$ cat config.mk
export PLATFORM = sky130hd
export DESIGN_NAME = rs232_tx
export DESIGN_NICKNAME = d
export VERILOG_FILES = /design/src/rtl/rs232_pkg.sv /design/src/rtl/rs232_tx_fifo.sv /design/src/rtl/rs232_tx.sv
export SDC_FILE = /design/constraint.sdc
export NUM_CORES = 1
export LEC_CHECK = 0
export BUFFER_PORTS_ARGS = -buffer_cell sky130_fd_sc_hd__clkbuf_2
export CORE_UTILIZATION = 35
export CTS_BUF_LIST = sky130_fd_sc_hd__clkbuf_8
export DETAILED_ROUTE_END_ITERATION = 16
export GPL_TIMING_DRIVEN = 0
export PLACE_DENSITY_LB_ADDON = 0.05
export SETUP_SLACK_MARGIN = 0.3
export SLEW_MARGIN = 20
export SYNTH_ARGS = -nofsm -noshare
export SYNTH_HDL_FRONTEND = slang
export SYNTH_SLANG_ARGS = --single-unit
$ cat constraint.sdc
create_clock -name Clock -period 2.9 [get_ports Clock]
set_input_delay 0.58 -clock Clock [delete_from_list [all_inputs] [get_ports Clock]]
set_output_delay 0.58 -clock Clock [all_outputs]
set_load 0.05 [all_outputs]
$ cat src/rtl/rs232_pkg.sv
// Shared RS-232 definitions used by both the transmit and receive paths.
// Latency: n/a (types and constants only).
// Backpressure: n/a.
package rs232_pkg;

  localparam int DATA_BITS            = 8;
  localparam int DEFAULT_CLKS_PER_BIT = 32;

  // Serial frame sequencer states. PARITY is only entered by builds that
  // enable the parity bit; the encoding is shared so rx and tx agree.
  typedef enum logic [2:0] {
    IDLE   = 3'd0,
    START  = 3'd1,
    DATA   = 3'd2,
    PARITY = 3'd3,
    STOP   = 3'd4
  } rs232_state_e;

  // Even parity: the parity bit makes the total number of ones even.
  function automatic logic even_parity(input logic [DATA_BITS-1:0] d);
    return ^d;
  endfunction

endpackage

$ cat src/rtl/rs232_tx_fifo.sv
// Byte queue between the user write strobe and the transmit sequencer.
// Latency: a pushed entry is visible at head/empty/count the cycle after the push edge.
// Backpressure: pushes while full and pops while empty are ignored; the caller reports drops.
//
// Ports:
//   Clock, Reset        rising-edge clock, synchronous active-high reset
//   push, push_data     write strobe and data (ignored when full)
//   pop                 remove the head entry (ignored when empty)
//   head                current head entry
//   full, empty, count  occupancy, all derived from the registered count
module rs232_tx_fifo #(
  parameter  int DEPTH = 4,
  parameter  int WIDTH = 8,
  localparam int AW    = $clog2(DEPTH),
  localparam int CW    = $clog2(DEPTH) + 1
) (
  input  logic             Clock,
  input  logic             Reset,
  input  logic             push,
  input  logic [WIDTH-1:0] push_data,
  input  logic             pop,
  output logic [WIDTH-1:0] head,
  output logic             full,
  output logic             empty,
  output logic [CW-1:0]    count
);

  logic [WIDTH-1:0] mem [DEPTH];
  logic [AW-1:0]    wr_ptr_q;
  logic [AW-1:0]    rd_ptr_q;
  logic [CW-1:0]    count_q;
  logic             do_push;
  logic             do_pop;

  assign full    = (count_q == CW'(DEPTH));
  assign empty   = (count_q == '0);
  assign count   = count_q;
  assign head    = mem[rd_ptr_q];
  assign do_push = push && !full;
  assign do_pop  = pop && !empty;

  // DEPTH is a power of two, so the pointers wrap by natural overflow.
  always_ff @(posedge Clock) begin
    if (Reset) begin
      wr_ptr_q <= '0;
      rd_ptr_q <= '0;
      count_q  <= '0;
    end else begin
      if (do_push) wr_ptr_q <= wr_ptr_q + 1'b1;
      if (do_pop)  rd_ptr_q <= rd_ptr_q + 1'b1;
      if (do_push && !do_pop)      count_q <= count_q + 1'b1;
      else if (!do_push && do_pop) count_q <= count_q - 1'b1;
    end
  end

  // Storage needs no reset: entries are only read once count says they are valid.
  always_ff @(posedge Clock) begin
    if (do_push) mem[wr_ptr_q] <= push_data;
  end

endmodule

$ cat src/rtl/rs232_tx.sv
// RS-232 transmitter: queues bytes from a one-cycle Send strobe and shifts them out 8N1
// (8E1/8E2 when RS232_TX_PARITY_EN is defined). Latency: TX falls two edges after Send from idle.
// Backpressure: none towards the sender; a Send while Full is dropped and Overflow pulses once.
//
// Ports:
//   Clock      rising-edge clock
//   Reset      synchronous active-high reset; abandons the frame and empties the queue
//   WriteLine  byte sampled when Send is high
//   Send       one-cycle write strobe, one byte per high cycle
//   TX         serial line, idle high, driven straight from a flop
//   Busy       queue non-empty or a frame in progress (registered)
//   Full       queue holds FIFO_DEPTH bytes
//   Overflow   one-cycle pulse after a dropped Send
// Build option: define RS232_TX_PARITY_EN to insert an even parity bit after data bit 7.
module rs232_tx
  import rs232_pkg::*;
#(
  parameter int CLKS_PER_BIT = DEFAULT_CLKS_PER_BIT,
  parameter int STOP_BITS    = 1,
  parameter int FIFO_DEPTH   = 4
) (
  input  logic       Clock,
  input  logic       Reset,
  input  logic [7:0] WriteLine,
  input  logic       Send,
  output logic       TX,
  output logic       Busy,
  output logic       Full,
  output logic       Overflow
);

  localparam int                    BAUD_W    = $clog2(CLKS_PER_BIT);
  localparam int                    CW        = $clog2(FIFO_DEPTH) + 1;
  localparam logic [BAUD_W-1:0]     LAST_BAUD = BAUD_W'(CLKS_PER_BIT - 1);
  localparam logic                  LAST_STOP = 1'(STOP_BITS - 1);
  localparam logic [2:0]            LAST_BIT  = 3'(DATA_BITS - 1);

  rs232_state_e           state_q, state_d;
  logic [BAUD_W-1:0]      baud_q, baud_d;
  logic [2:0]             bit_idx_q, bit_idx_d;
  logic                   stop_idx_q, stop_idx_d;
  logic [DATA_BITS-1:0]   shift_q, shift_d;
  logic                   tx_q, tx_d;
  logic                   busy_q, busy_d;
  logic                   ovf_q;
`ifdef RS232_TX_PARITY_EN
  logic                   parity_q, parity_d;
`endif

  logic                   bit_done;
  logic                   fifo_pop;
  logic                   fifo_push;
  logic [DATA_BITS-1:0]   fifo_head;
  logic                   fifo_full;
  logic                   fifo_empty;
  logic [CW-1:0]          fifo_count;
  logic [CW-1:0]          count_d;

  // Full is the registered occupancy, so a pop on the same edge cannot rescue a push.
  assign fifo_push = Send && !fifo_full;

  rs232_tx_fifo #(
    .DEPTH (FIFO_DEPTH),
    .WIDTH (DATA_BITS)
  ) u_fifo (
    .Clock     (Clock),
    .Reset     (Reset),
    .push      (fifo_push),
    .push_data (WriteLine),
    .pop       (fifo_pop),
    .head      (fifo_head),
    .full      (fifo_full),
    .empty     (fifo_empty),
    .count     (fifo_count)
  );

  assign bit_done = (baud_q == LAST_BAUD);

  // Next-state logic. Outputs are registered from the next state so that TX
  // changes on the same edge as the state and no input reaches TX combinationally.
  always_comb begin
    state_d    = state_q;
    baud_d     = bit_done ? '0 : baud_q + 1'b1;
    bit_idx_d  = bit_idx_q;
    stop_idx_d = stop_idx_q;
    shift_d    = shift_q;
    fifo_pop   = 1'b0;
`ifdef RS232_TX_PARITY_EN
    parity_d   = parity_q;
`endif

    case (state_q)
      IDLE: begin
        baud_d = '0;
        if (!fifo_empty) begin
          fifo_pop = 1'b1;
          shift_d  = fifo_head;
`ifdef RS232_TX_PARITY_EN
          parity_d = even_parity(fifo_head);
`endif
          state_d  = START;
        end
      end

      START: begin
        if (bit_done) begin
          state_d   = DATA;
          bit_idx_d = '0;
        end
      end

      // The bit index only ever leaves 7 by leaving DATA, so it never wraps.
      DATA: begin
        if (bit_done) begin
          shift_d = shift_q >> 1;
          if (bit_idx_q == LAST_BIT) begin
`ifdef RS232_TX_PARITY_EN
            state_d    = PARITY;
`else
            state_d    = STOP;
`endif
            stop_idx_d = 1'b0;
          end else begin
            bit_idx_d = bit_idx_q + 3'd1;
          end
        end
      end

`ifdef RS232_TX_PARITY_EN
      PARITY: begin
        if (bit_done) begin
          state_d    = STOP;
          stop_idx_d = 1'b0;
        end
      end
`endif

      // On the last stop cycle a queued byte starts immediately, with no idle gap.
      STOP: begin
        if (bit_done) begin
          if (stop_idx_q == LAST_STOP) begin
            if (!fifo_empty) begin
              fifo_pop = 1'b1;
              shift_d  = fifo_head;
`ifdef RS232_TX_PARITY_EN
              parity_d = even_parity(fifo_head);
`endif
              state_d  = START;
            end else begin
              state_d = IDLE;
            end
          end else begin
            stop_idx_d = stop_idx_q + 1'b1;
          end
        end
      end

      default: state_d = IDLE;
    endcase

    // Every start bit begins a fresh bit period.
    if (state_d == START && state_q != START) baud_d = '0;
  end

  // Line level and busy flag as they will be after this edge.
  always_comb begin
    case (state_d)
      START:   tx_d = 1'b0;
      DATA:    tx_d = shift_d[0];
`ifdef RS232_TX_PARITY_EN
      PARITY:  tx_d = parity_d;
`endif
      default: tx_d = 1'b1;
    endcase

    count_d = fifo_count;
    if (fifo_push && !fifo_pop)      count_d = fifo_count + 1'b1;
    else if (!fifo_push && fifo_pop) count_d = fifo_count - 1'b1;

    busy_d = (state_d != IDLE) || (count_d != '0);
  end

  always_ff @(posedge Clock) begin
    if (Reset) begin
      state_q    <= IDLE;
      baud_q     <= '0;
      bit_idx_q  <= '0;
      stop_idx_q <= 1'b0;
      shift_q    <= '0;
      tx_q       <= 1'b1;
      busy_q     <= 1'b0;
      ovf_q      <= 1'b0;
`ifdef RS232_TX_PARITY_EN
      parity_q   <= 1'b0;
`endif
    end else begin
      state_q    <= state_d;
      baud_q     <= baud_d;
      bit_idx_q  <= bit_idx_d;
      stop_idx_q <= stop_idx_d;
      shift_q    <= shift_d;
      tx_q       <= tx_d;
      busy_q     <= busy_d;
      ovf_q      <= Send && fifo_full;
`ifdef RS232_TX_PARITY_EN
      parity_q   <= parity_d;
`endif
    end
  end

  assign TX       = tx_q;
  assign Busy     = busy_q;
  assign Full     = fifo_full;
  assign Overflow = ovf_q;

endmodule

* Yosys cells after proc, flatten, opt, wreduce, memory -nomap -nowiden
Memory sizes are Yosys's and may differ from the RTL's. A register that Yosys moved wholly into a read port is not among the register bits.
Cells that the tools add are included.
** Storage, ports and cells
- Register bits :: 30
- Output and inout bits :: 4
- Memory bits (writable) :: 32
- Logic and storage cells :: 98
- Memories kept :: 1
- Bits of input ports :: 11
** Memory list
- u_fifo.mem :: depth 4, width 8, rd ports 1, clocked after memory_dff 1, wr ports 1, RTL line rs232_tx_fifo.sv:28 : logic [WIDTH-1:0] mem [DEPTH];
** Cells by class
- Muxes and demuxes :: 35
- Equal/unequal tests :: 15
- Reductions and logical operators :: 28
- Add/sub/neg operators :: 7
** Operators with widths (count)
- $mux W3 :: 13
- $mux W8 :: 4
- $pmux W8 S3 :: 1
- $ne A2 B2 Y1 const B :: 6
- $pmux W3 S4 :: 1
- $reduce_and A4 Y1 :: 3
- $mux W1 :: 10
- $eq A3 B3 Y1 const B :: 3
- $logic_and A1 B1 Y1 :: 9
- $reduce_bool A3 Y1 :: 3
- $add A3 B1 Y3 const B :: 2
- $eq A3 B1 Y1 const B :: 2
- $eq A3 B2 Y1 const B :: 2
- $logic_not A1 Y1 :: 6
- $logic_not A3 Y1 :: 2
- $pmux W1 S2 :: 3
- $pmux W3 S2 :: 1
- $reduce_bool A2 Y1 :: 3
- $add A5 B1 Y5 const B :: 1
- $eq A5 B5 Y1 const B :: 1
- $add A2 B1 Y2 const B :: 2
- $mux W2 :: 2
- $reduce_or A4 Y1 :: 1
- $ne A3 B1 Y1 const B :: 1
- 3 further kinds :: 3

* Logic depth before layout (Yosys ltp)
- Depth after elaboration :: 10
- Mapped depth :: 11
- Mapped depth without buffers :: 11

* Modules after synthesis
A second synthesis with hierarchy kept.
** Second synthesis, totals
- Cells, all modules :: 212
- Area total of the unflattened synthesis :: 2733.9 um2
** Modules (own cells, without submodules)
- rs232_tx_fifo :: area each 1620.3 um2, cells an instance 90, times used 1, seq. area each 1141.1 um2
- rs232_tx :: area each 1113.6 um2, cells an instance 122, times used 1, seq. area each 440.4 um2

* Worst setup path after synthesis
No wires, ideal clock.
- Path kind :: register to register
- From :: reg baud_q[0]
- To :: reg u_fifo.count_q[2], in the netlist u_fifo.count[2]
- Path buffers :: 0
- Arrival time :: 2.192 ns
- Stages on the path, launching flop included :: 10
- Required time :: 2.830 ns
- Setup time :: 0.070 ns
- Setup slack :: 0.638 ns
- Clock period less this slack :: 2.262 ns
- Path through :: dfxtp_1 > ha_1 > and3_1 > ha_1 > nand2b_1 > and3_2 > inv_1 > ha_1 > or3_1 > a21oi_1
** On the way
- Cells in the longest elaborated chain, start to end :: 7
- Elaborated cells between the ends (all ways) :: 9
- Classes of those cells :: eq/ne (1); mux (3); reduce/logical (5)
** RTL lines
- from (decl) :: RTL line rs232_tx.sv:39 : logic [BAUD_W-1:0] baud_q, baud_d;
- from (signal assigned) :: RTL line rs232_tx.sv:198 : baud_q <= baud_d;
- $eq A5 B5 Y1 * :: RTL line rs232_tx.sv:77 : assign bit_done = (baud_q == LAST_BAUD);
- $mux W1 * :: RTL line rs232_tx.sv:140 : if (bit_done) begin
- $pmux W1 S2 * :: RTL line rs232_tx.sv:92 : case (state_q)
- $logic_and A1 B1 Y1 * :: RTL line rs232_tx_fifo.sv:40 : assign do_pop = pop && !empty;
- $logic_not A1 Y1 :: RTL line rs232_tx_fifo.sv:51 : if (do_push && !do_pop) count_q <= count_q + 1'b1;
- $logic_and A1 B1 Y1 :: RTL line rs232_tx_fifo.sv:51
- $mux W3 / $reduce_bool A2 Y1 (equally long branches)
- to (signal assigned) :: RTL line rs232_tx_fifo.sv:51
- to (signal assigned) :: RTL line rs232_tx_fifo.sv:52 : else if (!do_push && do_pop) count_q <= count_q - 1'b1;
- to (decl) :: RTL line rs232_tx_fifo.sv:31 : logic [CW-1:0] count_q;
Mark *: on every way between the ends. The rest lies on a longest branch, timed or not.
A chain may end at the register's enable or synchronous reset.

* Worst setup path after layout
Same ends and word-level chain as after synthesis.

==> out/metrics.yaml <==
status: "finished clean"
num_io_pins: 15
synth_cell_types: 51
core_area_mm2: 0.00777
max_slew_margin: 0.633
die_w_um: 91.8
start_kind: "register"
routed-via-count: 1796
n_antenna_cell: 0
place_hpwl_um: 3520
reg2reg_depth: 9
final_cell_mix: "edfxtp_1, dfxtp_1, nor2_1"
grt_pass1_vias: 1748
synth_nets: 242
cts-root-buf: "clkbuf_8"
postSynthCellCount: 218
min_path_cells: 1
post_dp_cell_area_mm2: 0.00302
drive_gt1_frac: 0.181
tritoncts: "done"
cap_violations: 0
h-tree-depth: 3
reg2reg_to: "u_fifo.count[2]$_SDFFE_PP0P_"
required_ns: 3.17
critPathMaxStageDelay_ns: 0.37
drv_slew: 0
grt_usage: 0.139
clk_latency_ns: 0.34
antenna_found_initial: 0
fillers: 758
criticalPathCategory: "register to register"
synth_area_leaders: "edfxtp_1, dfxtp_1, ha_1"
wirelength_um: 5160
synth_seq_area_share: 0.561
die_h_um: 91.8
setup_viol: 0
syn2layout_area_growth_pct: 15.7
worstPathArrival_ns: 2.73
synth_seq_cells: 63
path_max_fanout: 6
fin_util: 0.420
yosys.area.top_type: "edfxtp_1"
layout_commonest_cell: "edfxtp_1"
cts_made_buffers: 9
multiInputGateArea_mm2: 0.00115
firstDrtPassIters: 6
layout.cells.non_filler: 350
avgSynthCellArea_um2: 12.9
grt_setup_unrepaired: "no"
fin_ws_ns: 0.435
hp-start: "WriteLine[4]"
timing.reg2reg.setup_slack_ns: 0.44
synth_edf_count: 32
p_leak_nw: 1.23
via_per_inst: 5.13
grt_max_degree: 13
cts.sink_count: 63
finalClockSkew_ns: 0.00772
layout.nets: 267
die_area_mm2: 0.00842
drtIter0Drc: 109
async_flop_share: 0
hold_viol: 0
setup-tns-final_ns: 0
synth-warning-count: 0
ant_nets: 0
reg2reg_from: "baud_q[0]$_SDFF_PP0_"
num_rows: 32
placed_cells: 334
syn_area_mm2: 0.00282
tightestPinTransition_ns: 0.551
drcViolationCount: 0
path_cells: "ha_1 -> and3_1 -> ha_2 -> nand2b_1 -> and3_2 -> inv_1 -> ha_1 -> or3_1 -> a21oi_1"
preCtsSetupSlack_ns: 0.410
powerDensity_mw_per_mm2: 905
timing.final.crit_period_ns: 2.46
fin_area_mm2: 0.00327
yosys.area.top_type_share: 0.341
cp_common_cell: "ha_1"
initial_utilization: 0.363
portBuffers: 14
ir_drop_v: 0.000276
wl_per_cell_um: 14.7
hp-class: "primary input to register"
cts_buffer_depth: 2
fmax_ghz: 0.406
grt_pass1_wl_um: 8760
slowest_stage: "ha_1"
worst-path-buf-inv: 1
min_period_over_period: 0.850
grt_overflow_total: 0
path_clk_slew_ns: 0.08
synthFlopType: "edfxtp_1"
crit_path_end_kind: "register"
gp_congestion: 0.657
path_delay_family: "simple AND/OR/NAND/NOR gates"
cts_setup_buffers: 0
whs_endpoint: "u_fifo.mem[1][4]$_DFFE_PP_"
seq_area_mm2: 0.00158
## layout make-up
class | instances | share of cell area
sequential | 63 | 0.484
buffer | 11 | 0.0176
timing repair buffer | 14 | 0.0215
tap | 102 | 0.0391
inverter | 8 | 0.00920
clock buffer | 9 | 0.0379
clock inverter | 7 | 0.0368
multi-input combinational | 136 | 0.354
## worst register-to-register path, delay by kind of cell, from the launching register on
kind / cells / cell delay (ns)
AOI/OAI and AO/OA: 1 / 0.14
DFF: 1 / 0.35
and+or+nand+nor: 4 / 1.01
adders and majority gates: 3 / 0.79
buffers and inverters: 1 / 0.10
## worst max-delay path by stage
stage / endpoint / startpoint / cells past startpoint / slack, ns
global placement: u_fifo.count[2]$_SDFFE_PP0P_ / baud_q[0]$_SDFF_PP0_ / 9 / 0.38
floorplan: u_fifo.count[2]$_SDFFE_PP0P_ / baud_q[0]$_SDFF_PP0_ / 9 / 0.64
detailed placement: u_fifo.count[2]$_SDFFE_PP0P_ / baud_q[0]$_SDFF_PP0_ / 9 / 0.41
CTS: u_fifo.count[2]$_SDFFE_PP0P_ / baud_q[0]$_SDFF_PP0_ / 9 / 0.38
global route: u_fifo.count[2]$_SDFFE_PP0P_ / baud_q[0]$_SDFF_PP0_ / 9 / 0.31
finish: u_fifo.count[2]$_SDFFE_PP0P_ / baud_q[0]$_SDFF_PP0_ / 9 / 0.44
## layer usage
layer | global-route usage | part of all wire
met4 | 0.0560 | 0.015
met3 | 0.0589 | 0.037
met5 | 0 | 0
met1 | 0.169 | 0.48
met2 | 0.219 | 0.47
## state kept, by name, summed over array words and instances, names as in the netlist, named ones only
name,flops
Busy,1
Overflow,1
TX,1
baud_q,5
bit_idx_q,3
shift_q,8
state_q,3
u_fifo.count,3
u_fifo.mem,32
u_fifo.rd_ptr_q,2
u_fifo.wr_ptr_q,2
## cell families (layout without fill, tap and decap cells)
group	Yosys count	count (layout)	synth area share
and+or+nand+nor	64	64	0.131
DFF	63	63	0.561
xor gates and xnor gates	9	9	0.0279
buffers and inverters	19	49	0.0310
AOI/OAI and AO/OA	39	39	0.109
muxes	11	11	0.0825
adders and majority gates	13	13	0.0577
## stage by stage
stage / hold WS, ns / power (mW)
after floorplan: 0.418 / 1.85
after global placement: 0.438 / 2.05
after detailed placement: 0.442 / 2.05
after CTS: 0.434 / 3.00
after global routing: 0.429 / 3.15
final: 0.449 / 2.96
## power by group
part	total, mW	switching, mW	internal (mW)
registers	1.17	0.0813	1.09
clock network	0.930	0.356	0.574
logic	0.853	0.492	0.361
## Yosys cell counts (3+ instances only)
master,n
edfxtp_1,32
dfxtp_1,31
nor2_1,19
ha_1,13
and2_1,8
inv_1,8
a222oi_1,6
mux4_1,6
o2bb2ai_1,6
a21oi_1,5
nand2_1,5
xor2_1,5
a31oi_1,4
buf_2,4
clkbuf_1,4
nor3_1,4
or3_1,4
xnor2_1,4
and3_1,3
mux2i_1,3
nand2b_1,3
nor3b_1,3
o2111a_1,3
o21ai_0,3
## timing repair
| item | 4_1_cts | 5_1_grt |
|---|---|---|
| hold buffers | 0 | 0 |
| gates resized for setup | 0 | 1 |
| endpoints found under the setup margin | 0 | 1 |
No activity file was read; power rests on OpenSTA's default activity.
